--- src/rtl/engine_request_ctrl.sv ---
// engine_request_ctrl: initiator side of the engine gen/update handshake.
// Ports: clk/reset; init/software_stop from the engine FSM; gen/update
// requests; host command (cmd_*), board word stream (upd_*) and board RAM
// write port (brd_wr_*); engine move stream (move_*) forwarded to the host
// (mv_out_*, mv_count); status busy/done/err/err_code.
module engine_request_ctrl #(
    parameter int UPD_WORDS = 16,
    parameter int MOVE_MAX  = 64,
    parameter int TIMEOUT   = 1023
) (
    input  logic        clk,
    input  logic        reset,
    input  logic        init,
    input  logic        software_stop,
    output logic        gen,
    output logic        update,
    input  logic        cmd_valid,
    input  logic        cmd_type,
    output logic        cmd_ready,
    input  logic        upd_valid,
    input  logic [15:0] upd_data,
    output logic        upd_ready,
    output logic        brd_wr_en,
    output logic [3:0]  brd_wr_addr,
    output logic [15:0] brd_wr_data,
    input  logic        move_valid,
    input  logic [11:0] move_data,
    input  logic        move_last,
    output logic        mv_out_valid,
    output logic [11:0] mv_out_data,
    output logic [6:0]  mv_count,
    output logic        busy,
    output logic        done,
    output logic        err,
    output logic [1:0]  err_code
);

    typedef enum logic [2:0] {
        S_BOOT,
        S_IDLE,
        S_REQ,
        S_XFER,
        S_REL
    } state_t;

    state_t      state_q, state_d;
    logic        init_seen_q, init_seen_d;
    logic        type_q, type_d;
    logic [9:0]  cnt_q, cnt_d;
    logic [3:0]  widx_q, widx_d;
    logic [6:0]  mv_count_q, mv_count_d;
    logic        mv_out_valid_q, mv_out_valid_d;
    logic [11:0] mv_out_data_q, mv_out_data_d;
    logic        done_q, done_d;
    logic        err_q, err_d;
    logic [1:0]  err_code_q, err_code_d;

    logic cmd_fire;
    logic upd_fire;
    logic mv_fire;
    logic timeout_hit;
    logic last_word;
    logic last_move;

    assign cmd_fire  = (state_q == S_IDLE) && cmd_valid;
    assign upd_fire  = (state_q == S_XFER) && type_q && upd_valid;
    assign mv_fire   = (state_q == S_XFER) && !type_q && move_valid;
    assign last_word = (widx_q == 4'(UPD_WORDS - 1));
    // The 64th forwarded move ends the gen even without move_last.
    assign last_move = move_last ||
                       (mv_fire && (mv_count_q == 7'(MOVE_MAX - 1)));
    // cnt_q is 0 in the first cycle of a state, so this fires on the
    // TIMEOUT-th cycle spent in REQ or RELEASE.
    assign timeout_hit = (cnt_q == 10'(TIMEOUT - 1));

    // State register and datapath flops.
    always_ff @(posedge clk) begin
        if (reset) begin
            state_q        <= S_BOOT;
            init_seen_q    <= 1'b0;
            type_q         <= 1'b0;
            cnt_q          <= '0;
            widx_q         <= '0;
            mv_count_q     <= '0;
            mv_out_valid_q <= 1'b0;
            mv_out_data_q  <= '0;
            done_q         <= 1'b0;
            err_q          <= 1'b0;
            err_code_q     <= '0;
        end else begin
            state_q        <= state_d;
            init_seen_q    <= init_seen_d;
            type_q         <= type_d;
            cnt_q          <= cnt_d;
            widx_q         <= widx_d;
            mv_count_q     <= mv_count_d;
            mv_out_valid_q <= mv_out_valid_d;
            mv_out_data_q  <= mv_out_data_d;
            done_q         <= done_d;
            err_q          <= err_d;
            err_code_q     <= err_code_d;
        end
    end

    // Next-state logic.
    always_comb begin
        state_d = state_q;
        unique case (state_q)
            S_BOOT: begin
                if (init_seen_q && !init) state_d = S_IDLE;
            end
            S_IDLE: begin
                if (cmd_valid) state_d = S_REQ;
            end
            S_REQ: begin
                if (software_stop)    state_d = S_XFER;
                else if (timeout_hit) state_d = S_IDLE;
            end
            S_XFER: begin
                // Engine dropping its ack mid-transfer means it reset.
                if (!software_stop) begin
                    state_d = S_IDLE;
                end else if (type_q) begin
                    if (upd_fire && last_word) state_d = S_REL;
                end else begin
                    if (last_move) state_d = S_REL;
                end
            end
            S_REL: begin
                if (!software_stop)   state_d = S_IDLE;
                else if (timeout_hit) state_d = S_IDLE;
            end
            default: state_d = S_BOOT;
        endcase
    end

    // Counters, latched command, move register and status pulses.
    always_comb begin
        init_seen_d    = init_seen_q;
        type_d         = type_q;
        cnt_d          = (state_d != state_q) ? 10'd0 : cnt_q + 10'd1;
        widx_d         = widx_q;
        mv_count_d     = mv_count_q;
        mv_out_valid_d = mv_fire;
        mv_out_data_d  = mv_fire ? move_data : mv_out_data_q;
        done_d         = (state_q == S_REL) && !software_stop;
        err_d          = 1'b0;
        err_code_d     = err_code_q;

        if ((state_q == S_BOOT) && init) init_seen_d = 1'b1;

        if (cmd_fire) begin
            type_d     = cmd_type;
            widx_d     = '0;
            mv_count_d = '0;
            err_code_d = '0;
        end

        if (upd_fire) widx_d = widx_q + 4'd1;
        if (mv_fire)  mv_count_d = mv_count_q + 7'd1;

        if ((state_q == S_REQ) && !software_stop && timeout_hit) begin
            err_d      = 1'b1;
            err_code_d = 2'b01;
        end
        if ((state_q == S_XFER) && !software_stop) begin
            err_d      = 1'b1;
            err_code_d = 2'b10;
        end
        if ((state_q == S_REL) && software_stop && timeout_hit) begin
            err_d      = 1'b1;
            err_code_d = 2'b10;
        end
    end

    // Outputs. busy covers an active transaction only, so BOOT (the
    // reset state) leaves every output low.
    always_comb begin
        cmd_ready    = (state_q == S_IDLE);
        busy         = (state_q == S_REQ) || (state_q == S_XFER) ||
                       (state_q == S_REL);
        gen          = ((state_q == S_REQ) || (state_q == S_XFER)) && !type_q;
        update       = ((state_q == S_REQ) || (state_q == S_XFER)) && type_q;
        upd_ready    = (state_q == S_XFER) && type_q;
        brd_wr_en    = upd_fire;
        brd_wr_addr  = upd_fire ? widx_q : 4'd0;
        brd_wr_data  = upd_fire ? upd_data : 16'd0;
        mv_out_valid = mv_out_valid_q;
        mv_out_data  = mv_out_data_q;
        mv_count     = mv_count_q;
        done         = done_q;
        err          = err_q;
        err_code     = err_code_q;
    end

endmodule

--- config.mk ---
export PLATFORM = sky130hd
export DESIGN_NAME = engine_request_ctrl
export DESIGN_NICKNAME = d
export VERILOG_FILES = /design/src/rtl/engine_request_ctrl.sv
export SDC_FILE = /design/constraint.sdc
export NUM_CORES = 1
export LEC_CHECK = 0
export ABC_AREA = 1
export CELL_PAD_IN_SITES_DETAIL_PLACEMENT = 2
export CELL_PAD_IN_SITES_GLOBAL_PLACEMENT = 2
export CORE_UTILIZATION = 24
export DETAILED_ROUTE_END_ITERATION = 8
export PLACE_DENSITY = 0.82
export SYNTH_ARGS = -nofsm -noshare
export SYNTH_HDL_FRONTEND = slang
export SYNTH_SLANG_ARGS = --single-unit
--- constraint.sdc ---
create_clock -name clk -period 3 [get_ports clk]
set_input_delay 0.6 -clock clk [delete_from_list [all_inputs] [get_ports clk]]
set_output_delay 0.6 -clock clk [all_outputs]
set_load 0.05 [all_outputs]
==> results_dict.tcl <==
set metrics [dict create \
    grt_overflow 0 \
    drt_iter0_drc 62 \
    place_ws_ns 0.2418 \
    antenna_found_initial 0 \
    syn_to_final_growth_pct 61.43 \
    synth_area_mm2 0.002125 \
    cp.required_ns 2.40 \
    cts_inserted_buffers 5 \
    route.detailed.drc 0 \
    use_met2_pct 30.38 \
    cp-end-kind "output port" \
    setup_ws_ns 0.2484 \
    drv_cap 0 \
    p_leak_uw 0.001392 \
    grt_pass1_wl_mm 12.23 \
    post-route-period-util_pct 91.72 \
    htree_num_levels 2 \
    synth-simple-area-share_pct 33.51 \
    synth-seq-cells 43 \
    layout-drive-gt1-share_pct 14.07 \
    coreArea_mm2 0.008382 \
    setup_viol 0 \
    clk_latency_ns 0.30 \
    vias_per_cell 4.573 \
    cts_setup_buffers 0 \
    gr-usage-all-layers_pct 17.26 \
    hp-class "flop to flop" \
    finClkSkew_ns 0.009935 \
    cts.sink_count 43 \
    syn-num-nets 344 \
    worst_setup_path_start_kind "flop" \
    slew_violations 0 \
    place_area_mm2 0.003308 \
    grt_max_degree 23 \
    dp.cells 488 \
    final_cells 496 \
    die-area_mm2 0.009232 \
    totalWireLength_mm 7.555 \
    fin_crit_ns 2.752 \
    gr-usage-met3_pct 3.791 \
    synth_mux_area_share_pct 0 \
    synth_xor_area_share_pct 3.710 \
    yosysUniqueCellTypes 30 \
    design.portCount 87 \
    yosys_warnings 0 \
    synth_top_area_share_pct 40.52 \
    busiest_layer "met2" \
    fmax_mhz 363.4 \
    synthCells 303 \
    hold_viol 0 \
    tightest_slew_ns 0.7195 \
    cts_resized 0 \
    diodes 0 \
    status "finished, final reports clean" \
    root_buffer "clkbuf_8" \
    cp_data_arrival_time_ns 2.15 \
    grt_setup_unrepaired "false" \
    synth_seq_area_share_pct 40.52 \
    std_cell_rows 33 \
    dieWidth_um 96.09 \
    ir_drop_mv 0.1798 \
    synthAdderAreaFrac_pct 2.356 \
    drtPass1Iterations 4 \
    path_class "flop to output port" \
    powerDensity_mw_per_mm2 356.6 \
    cts_tree "built" \
    portBuffers 86 \
    final_util_pct 40.92 \
    start_util_pct 25.35 \
    cts.clk_slew.worst_paths_ns 0.08 \
    synth_compound_area_share_pct 10.54 \
    ctsLongestPathBuffers 2 \
    syn_avg_cell_area_um2 7.012 \
    cp_max_fo 22 \
    nets 431 \
    grt_pass1_vias 2479 \
    setup_tns_ns 0 \
    dieHeight_um 96.09 \
    dpl.hpwl_mm 5.917 \
    synth_top_family_by_area "simple AND/OR/NAND/NOR gates" \
    yosys-top-cells-area "dfxtp_1 (41%), nor2_1 (11%), nand2_1 (8.0%)" \
    synth_area_leader_cell "dfxtp_1" \
    gp_congestion 0.7748 \
    relSlewSlack_pct 51.92 \
    vias 2268 \
    wire_per_inst_um 15.23 \
    use_met1_pct 21.13 \
    fin_area_mm2 0.003430 \
    hold_buffers 0 \
    final_antenna_net_count 0 \
]
-- layout by cell type, fill, tap and decap left out, drive strengths merged --
master and instances:
nor3 6, a221oi 1, ha 4, clkdlybuf4s50 65, o31a 1, bufinv 1
nand4 4, nor2 77, a211oi 2, o221a 1, clkinv 2, buf 22
clkbuf 6, inv 45, a21oi 18, nand2 50, dfxtp 43, nand3 16
xnor2 4, a32o 1, xor2 5, and3 1, o21ai 16
-- worst max-delay path: stages, from the launching register on --
cell     delay, ns
dfxtp_1       0.51
nand3_4       0.18
nor2_4        0.14
nand2_1       0.42
nor2_1        0.40
buf_12        0.18
-- per-layer routing --
layer  up-vias  share of wire, %
li1       1121                 -
met3         9               4.0
met1      1097                43
met5         -                 0
met2        41                52
met4         0               1.2
-- report_power, final --
| part | internal, uW | switching, uW |
|---|---|---|
| clock | 274 | 220 |
| combinational | 67.1 | 72.1 |
| sequential | 579 | 10.1 |
| total | 921 | 302 |
-- cell type report --
class	count	area, um2
sequential	43	860.8
timing repair buffer	87	1079
tap	105	131.4
clock buffer	6	82.58
multi-input combinational	207	1065
clock inverter	2	38.79
inverter	46	172.7
fill	970	4952
-- stage by stage --
stage	hold slack (ns)	power (uW)
finish	0.4727	1223
global route	0.5116	1276
CTS	0.4846	1241
detailed placement	0.4713	744.0
global placement	0.4486	738.7
floorplan	0.4365	670.0
-- state kept, by name, summed over array words and instances (netlist names) --
register,cells
mv_out_data,12
cnt_q,10
mv_count,7
widx_q,4
state_q,3
err_code,2
done,1
err,1
init_seen_q,1
mv_out_valid,1
type_q,1
-- cells in the mapped netlist, drive strengths merged --
master   n
a211oi   2
a21oi   18
a221oi   1
a32o     1
and3     1
buf      2
clkbuf   5
clkinv   2
dfxtp   43
ha       4
inv     44
nand2   50
nand3   16
nand4    4
nor2    77
nor3     6
o21ai   16
o221a    1
o31a     1
xnor2    4
xor2     5
-- cell families (layout without fill, tap and decap cells) --
kind of cell             count (synthesis)  after routing
AO/OA/AOI/OAI                           40             40
XOR/XNOR                                 9              9
adder cells (fa/ha/maj)                  4              4
buffers and inverters                   53            141
flip-flops                              43             43
AND/OR/NAND/NOR                        154            154
-- path summary, 6_finish.rpt --
| check | from | to | slack (ns) | cells past startpoint |
|---|---|---|---|---|
| worst max-delay path | state_q[1] | brd_wr_addr[0] | 0.25 | 5 |
| worst max register to register | state_q[2] | widx_q[2] | 0.91 | 8 |
| worst min-delay path | init_seen_q | init_seen_q | 0.47 | 2 |
| worst min register to register | init_seen_q | init_seen_q | 0.47 | 2 |
Note: power is estimated with default switching activity, not from simulation.
